`src/rtl/bus_pkg.sv`:
```
// bus_pkg: shared types for the ss/bdone bus and its two-master arbiter.
package bus_pkg;
  typedef enum logic {READ = 1'b0, WRITE = 1'b1} ttype_t;
  typedef enum logic {IDLE = 1'b0, BUSY = 1'b1} arb_state_t;
  typedef enum logic {M0 = 1'b0, M1 = 1'b1} mst_t;
endpackage

```
`src/rtl/bus_watchdog.sv`:
```
// bus_watchdog: saturating stall counter that flags the last permitted BUSY cycle.
module bus_watchdog #(
  parameter int TIMEOUT_CYCLES = 255
) (
  input  logic clk,
  input  logic rst,
  input  logic clear,
  input  logic count_en,
  output logic expire
);
  localparam int W = TIMEOUT_CYCLES > 0 ? $clog2(TIMEOUT_CYCLES + 1) : 1;
  localparam logic [W-1:0] SAT = W'(TIMEOUT_CYCLES);
  localparam logic [W-1:0] LAST = W'(TIMEOUT_CYCLES > 0 ? TIMEOUT_CYCLES - 1 : 0);
  logic [W-1:0] cnt_q, cnt_d;
  assign cnt_d = clear ? '0 : (count_en && cnt_q != SAT) ? cnt_q + 1'b1 : cnt_q;
  assign expire = TIMEOUT_CYCLES != 0 && count_en && cnt_q == LAST;
  always_ff @(posedge clk) begin
    if (rst) cnt_q <= '0;
    else cnt_q <= cnt_d;
  end
endmodule

```
`src/rtl/bus_arbiter.sv`:
```
// bus_arbiter: shares one ss/bdone slave between m0 (LSU) and m1 (fetch) with a hung-slave watchdog.
module bus_arbiter
  import bus_pkg::*;
#(
  parameter int ADDR_W = 32,
  parameter int DATA_W = 32,
  parameter bit RR = 1'b1,
  parameter int TIMEOUT_CYCLES = 255
) (
  input  logic              clk,
  input  logic              rst,
  input  logic              m0_ss,
  input  ttype_t            m0_ttype,
  input  logic [ADDR_W-1:0] m0_addr,
  input  logic [DATA_W-1:0] m0_wdata,
  output logic [DATA_W-1:0] m0_rdata,
  output logic              m0_bdone,
  output logic              m0_berr,
  input  logic              m1_ss,
  input  ttype_t            m1_ttype,
  input  logic [ADDR_W-1:0] m1_addr,
  input  logic [DATA_W-1:0] m1_wdata,
  output logic [DATA_W-1:0] m1_rdata,
  output logic              m1_bdone,
  output logic              m1_berr,
  output logic              s_ss,
  output ttype_t            s_ttype,
  output logic [ADDR_W-1:0] s_addr,
  output logic [DATA_W-1:0] s_wdata,
  input  logic [DATA_W-1:0] s_rdata,
  input  logic              s_bdone,
  output logic [1:0]        grant
);
  arb_state_t state_q, state_d;
  mst_t owner_q, owner_d, last_q, last_d, pick;
  logic busy, m1_own, owner_ss, done, abort, fin, expire;
  assign busy = state_q == BUSY;
  assign m1_own = owner_q == M1;
  assign owner_ss = m1_own ? m1_ss : m0_ss;
  assign s_ss = busy && owner_ss;
  // normal completion beats a coincident watchdog expiry
  assign done = s_ss && s_bdone;
  assign abort = s_ss && !s_bdone && expire;
  assign fin = done || abort;
  assign s_ttype = !busy ? READ : m1_own ? m1_ttype : m0_ttype;
  assign s_addr = !busy ? '0 : m1_own ? m1_addr : m0_addr;
  assign s_wdata = !busy ? '0 : m1_own ? m1_wdata : m0_wdata;
  assign grant = !busy ? 2'b00 : m1_own ? 2'b10 : 2'b01;
  assign m0_bdone = fin && !m1_own;
  assign m1_bdone = fin && m1_own;
  assign m0_berr = abort && !m1_own;
  assign m1_berr = abort && m1_own;
  assign m0_rdata = (done && !m1_own) ? s_rdata : '0;
  assign m1_rdata = (done && m1_own) ? s_rdata : '0;
  assign pick = (m0_ss && m1_ss) ? ((RR && last_q == M0) ? M1 : M0) : (m1_ss ? M1 : M0);
  always_comb begin
    state_d = state_q;
    owner_d = owner_q;
    last_d = last_q;
    if (!busy && (m0_ss || m1_ss)) begin
      state_d = BUSY;
      owner_d = pick;
      last_d = pick;
    end else if (busy && (!owner_ss || fin)) begin
      state_d = IDLE;
    end
  end
  always_ff @(posedge clk) begin
    if (rst) begin
      state_q <= IDLE;
      owner_q <= M0;
      last_q <= M1;
    end else begin
      state_q <= state_d;
      owner_q <= owner_d;
      last_q <= last_d;
    end
  end
  bus_watchdog #(.TIMEOUT_CYCLES(TIMEOUT_CYCLES)) u_wdog (
    .clk(clk),
    .rst(rst),
    .clear(!busy),
    .count_en(busy && owner_ss && !s_bdone),
    .expire(expire)
  );
endmodule

```
`config.mk`:
```
export PLATFORM = sky130hd
export DESIGN_NAME = bus_arbiter
export DESIGN_NICKNAME = d
export VERILOG_FILES = /design/src/rtl/bus_pkg.sv /design/src/rtl/bus_watchdog.sv /design/src/rtl/bus_arbiter.sv
export SDC_FILE = /design/constraint.sdc
export NUM_CORES = 1
export LEC_CHECK = 0
export ABC_AREA = 1
export BUFFER_PORTS_ARGS = -buffer_cell sky130_fd_sc_hd__clkbuf_2
export CAP_MARGIN = 20
export CORE_AREA = 10 10 110 112
export DETAILED_ROUTE_END_ITERATION = 10
export DIE_AREA = 0 0 120 122
export GPL_TIMING_DRIVEN = 0
export PLACE_DENSITY = 0.68
export SKIP_LAST_GASP = 1
export SYNTH_ARGS = -nofsm -noshare
export SYNTH_HDL_FRONTEND = slang
export SYNTH_SLANG_ARGS = --single-unit
```
`constraint.sdc`:
```
create_clock -name clk -period 1.31 [get_ports clk]
set_input_delay 0.262 -clock clk [delete_from_list [all_inputs] [get_ports clk]]
set_output_delay 0.262 -clock clk [all_outputs]
set_load 0.01 [all_outputs]
```
==> results.json <==
{
  "holdBufCountCts": 0,
  "yosys_warnings": 0,
  "drv_slew": 0,
  "arrival_ns": 1.50,
  "syn2layout_area_growth_pct": 154,
  "final_util_pct": 45.2,
  "netlist.area_leader.share_pct": 31.9,
  "avgViaCountPerCell": 4.42,
  "rsz0062_at_grt": "true",
  "core_area_mm2": 0.0100,
  "die_x_um": 120,
  "cp_top_family": "buffers and inverters",
  "hold_class": "primary input to flip-flop",
  "gp_congestion": 0.968,
  "fin_crit_ns": 1.76,
  "grt_usage_pct": 16.4,
  "grt_pass1_wl_um": 19200,
  "ant_nets": 0,
  "required_ns": 1.05,
  "synth-seq-area-share_pct": 12.3,
  "cts_htree_levels": 1,
  "synthTopCellsByArea": "a22o_1 32%, nor2_1 16%, dfxtp_1 12%, inv_1 8.8%, nand2_1 8.2%",
  "slew_headroom_pct": 76.1,
  "place_worst_setup_slack_ns": -0.584,
  "drive_gt1_share_pct": 69.0,
  "fmax_mhz": 567,
  "pin_count": 303,
  "ys.flop_type": "dfxtp_1",
  "final-setup-viol-count": 144,
  "dr.pass1.iters": 4,
  "syn_area_mm2": 0.00179,
  "async_flop_share_pct": 0,
  "cts_root_buffer": "clkbuf_8",
  "start_util_pct": 17.8,
  "whs_ns": 0.215,
  "outcome": "finished with violations",
  "num_vias": 3357,
  "regArea_um2": 235,
  "worstSetupEndpointType": "primary output",
  "synth.distinct_cells": 24,
  "irDropWorstVdd_mv": 0.560,
  "nets": 792,
  "clock_latency_ns": 0.24,
  "power.density_mw_per_mm2": 428,
  "routed_wirelength_um": 14600,
  "wl_per_cell_um": 19.2,
  "crit_slowest_cell": "dfxtp_4",
  "cts_sinks": 11,
  "finalCritPeriodShare_pct": 135,
  "hold_viol_final": 0,
  "place.port_buffers": 302,
  "num_rows": 37,
  "power_leakage_uw": 0.00256,
  "multiInputGateArea_mm2": 0.00165,
  "dpl.hpwl_um": 11900,
  "syn_inst": 292,
  "timing.critical_path.slowest_cell_delay_ns": 0.37,
  "tritoncts": "done",
  "synth_edf_count": 0,
  "synth_area_per_cell_um2": 6.12,
  "nFillCells": 1020,
  "grt_antenna_before_repair": 1,
  "path_cells": "buf_6, nand3_4, nand2_8, nand3_4, buf_6, nor2_1, clkbuf_2",
  "grt_pass1_vias": 3142,
  "finalClockSkew_ns": 0.000845,
  "worst_slack_ns": -0.454,
  "clkSlewWorstSetupHoldPaths_ns": 0.05,
  "grt-ovfl-total": 0,
  "cts-buffers-inserted": 3,
  "violations": "negative setup slack",
  "synth.net_count": 461,
  "crit_path_max_fanout": 10,
  "drtIter0Drc": 273,
  "yosysMostFrequentCell": "nor2_1",
  "cap_viol_max_count": 0,
  "synth_top_area_cell": "a22o_1",
  "cts.path.max_buffers": 2,
  "grt_max_degree": 11,
  "synth_commonest_cells": "75 x nor2_1, 65 x a22o_1, 42 x inv_1",
  "die_h_um": 122,
  "ys_ff_latch": 11,
  "die_area_mm2": 0.0146,
  "worstMarginPinSlew_ns": 0.359,
  "drc": 0,
  "worstSetupStartpointType": "flip-flop",
  "crit_buf_inv": 3,
  "crit_type": "flip-flop to primary output"
}
==> metal layers <==
| layer | global-route usage, % | vias up | wire length (um) |
|---|---|---|---|
| met5 | 0 | - | 0 |
| met4 | 3.39 | 0 | 204 |
| met3 | 3.65 | 21 | 1100 |
| met2 | 32.4 | 163 | 8280 |
| met1 | 17.4 | 1540 | 4970 |
| li1 | - | 1633 | - |
==> sequential cells by signal, summed over array words and instances, names as in the netlist <==
name / cells
m1_own: 1
last_q: 1
u_wdog.cnt_q: 8
busy: 1
==> layout by cell type (no fill, tap or decap), types with 5 or more instances in the layout <==
master / instances
clkbuf_2: 259
a22o_1: 63
buf_6: 42
inv_1: 41
nor2_1: 38
nor2_4: 32
nand2_1: 31
buf_4: 18
buf_2: 12
nand2_2: 8
nand3_4: 6
nor2_2: 6
a21oi_2: 6
clkbuf_8: 6
buf_8: 5
dfxtp_1: 5
==> per-stage QoR <==
| stage | instance area [um2] | power [uW] | TNS [ns] | cells |
|---|---|---|---|---|
| 2_1_floorplan | 1970 | 842 | -3.98 | 292 |
| 3_3_place_gp | 3650 | 1380 | -46.60 | 730 |
| 3_5_place_dp | 3650 | 1390 | -45.47 | 730 |
| 4_1_cts | 3950 | 1830 | -56.35 | 748 |
| 5_1_grt | 4540 | 2050 | -64.08 | 759 |
| 6_report | 4540 | 1940 | -53.58 | 759 |
==> worst register-to-register path, cell delays in order (launching register included) <==
cell and delay (ns):
dfxtp_4 0.36, buf_6 0.12, nand3_4 0.09, nand2_8 0.08, buf_4 0.14, buf_6 0.10
buf_4 0.13, nand3_4 0.15, nand2_2 0.07, a21oi_2 0.13
==> final cells by class <==
class / count / area share [%]
sequential: 11 / 5.18
multi-input combinational: 213 / 36.3
clock buffer: 4 / 0.993
tap: 136 / 3.75
buffer: 18 / 5.46
antenna: 1 / 0.0552
timing repair buffer: 329 / 44.1
inverter: 47 / 4.16
==> path summary, 6_finish.rpt <==
check                      startpoint                            to  slack [ns]  cells after the start
setup / recovery    busy$_SDFFE_PP0P_                   m0_rdata[2]       -0.45                      7
hold / removal                    rst           m1_own$_SDFFE_PP0P_        0.22                      2
hold reg to reg   last_q$_SDFFE_PP1P_           last_q$_SDFFE_PP1P_        0.48                      2
setup reg to reg    busy$_SDFFE_PP0P_  u_wdog.cnt_q[4]$_SDFFE_PP0P_       -0.13                      9
==> kinds of logic after synthesis <==
logic type	count (synthesis)	share of synthesized area [%]
and+or+nand+nor	130	33.1
AOI/OAI and AO/OA	78	35.5
buffers and inverters	68	16.2
DFF	11	12.3
xor gates and xnor gates	3	1.47
adders and majority gates	2	1.40
==> report_power, final <==
group / switching, uW / internal [uW] / total [uW]
sequential: 15.5 / 343 / 358
combinational: 616 / 625 / 1240
clock: 130 / 214 / 343
total: 761 / 1180 / 1940
==> timing repair <==
action / in CTS / in global routing
gates cloned: 2 / 4
setup buffers: 12 / 9
pin swaps: 5 / 19
gates resized for setup: 39 / 154
endpoints found under the setup margin: 144 / 145
Note: power is estimated with default switching activity, not from simulation.
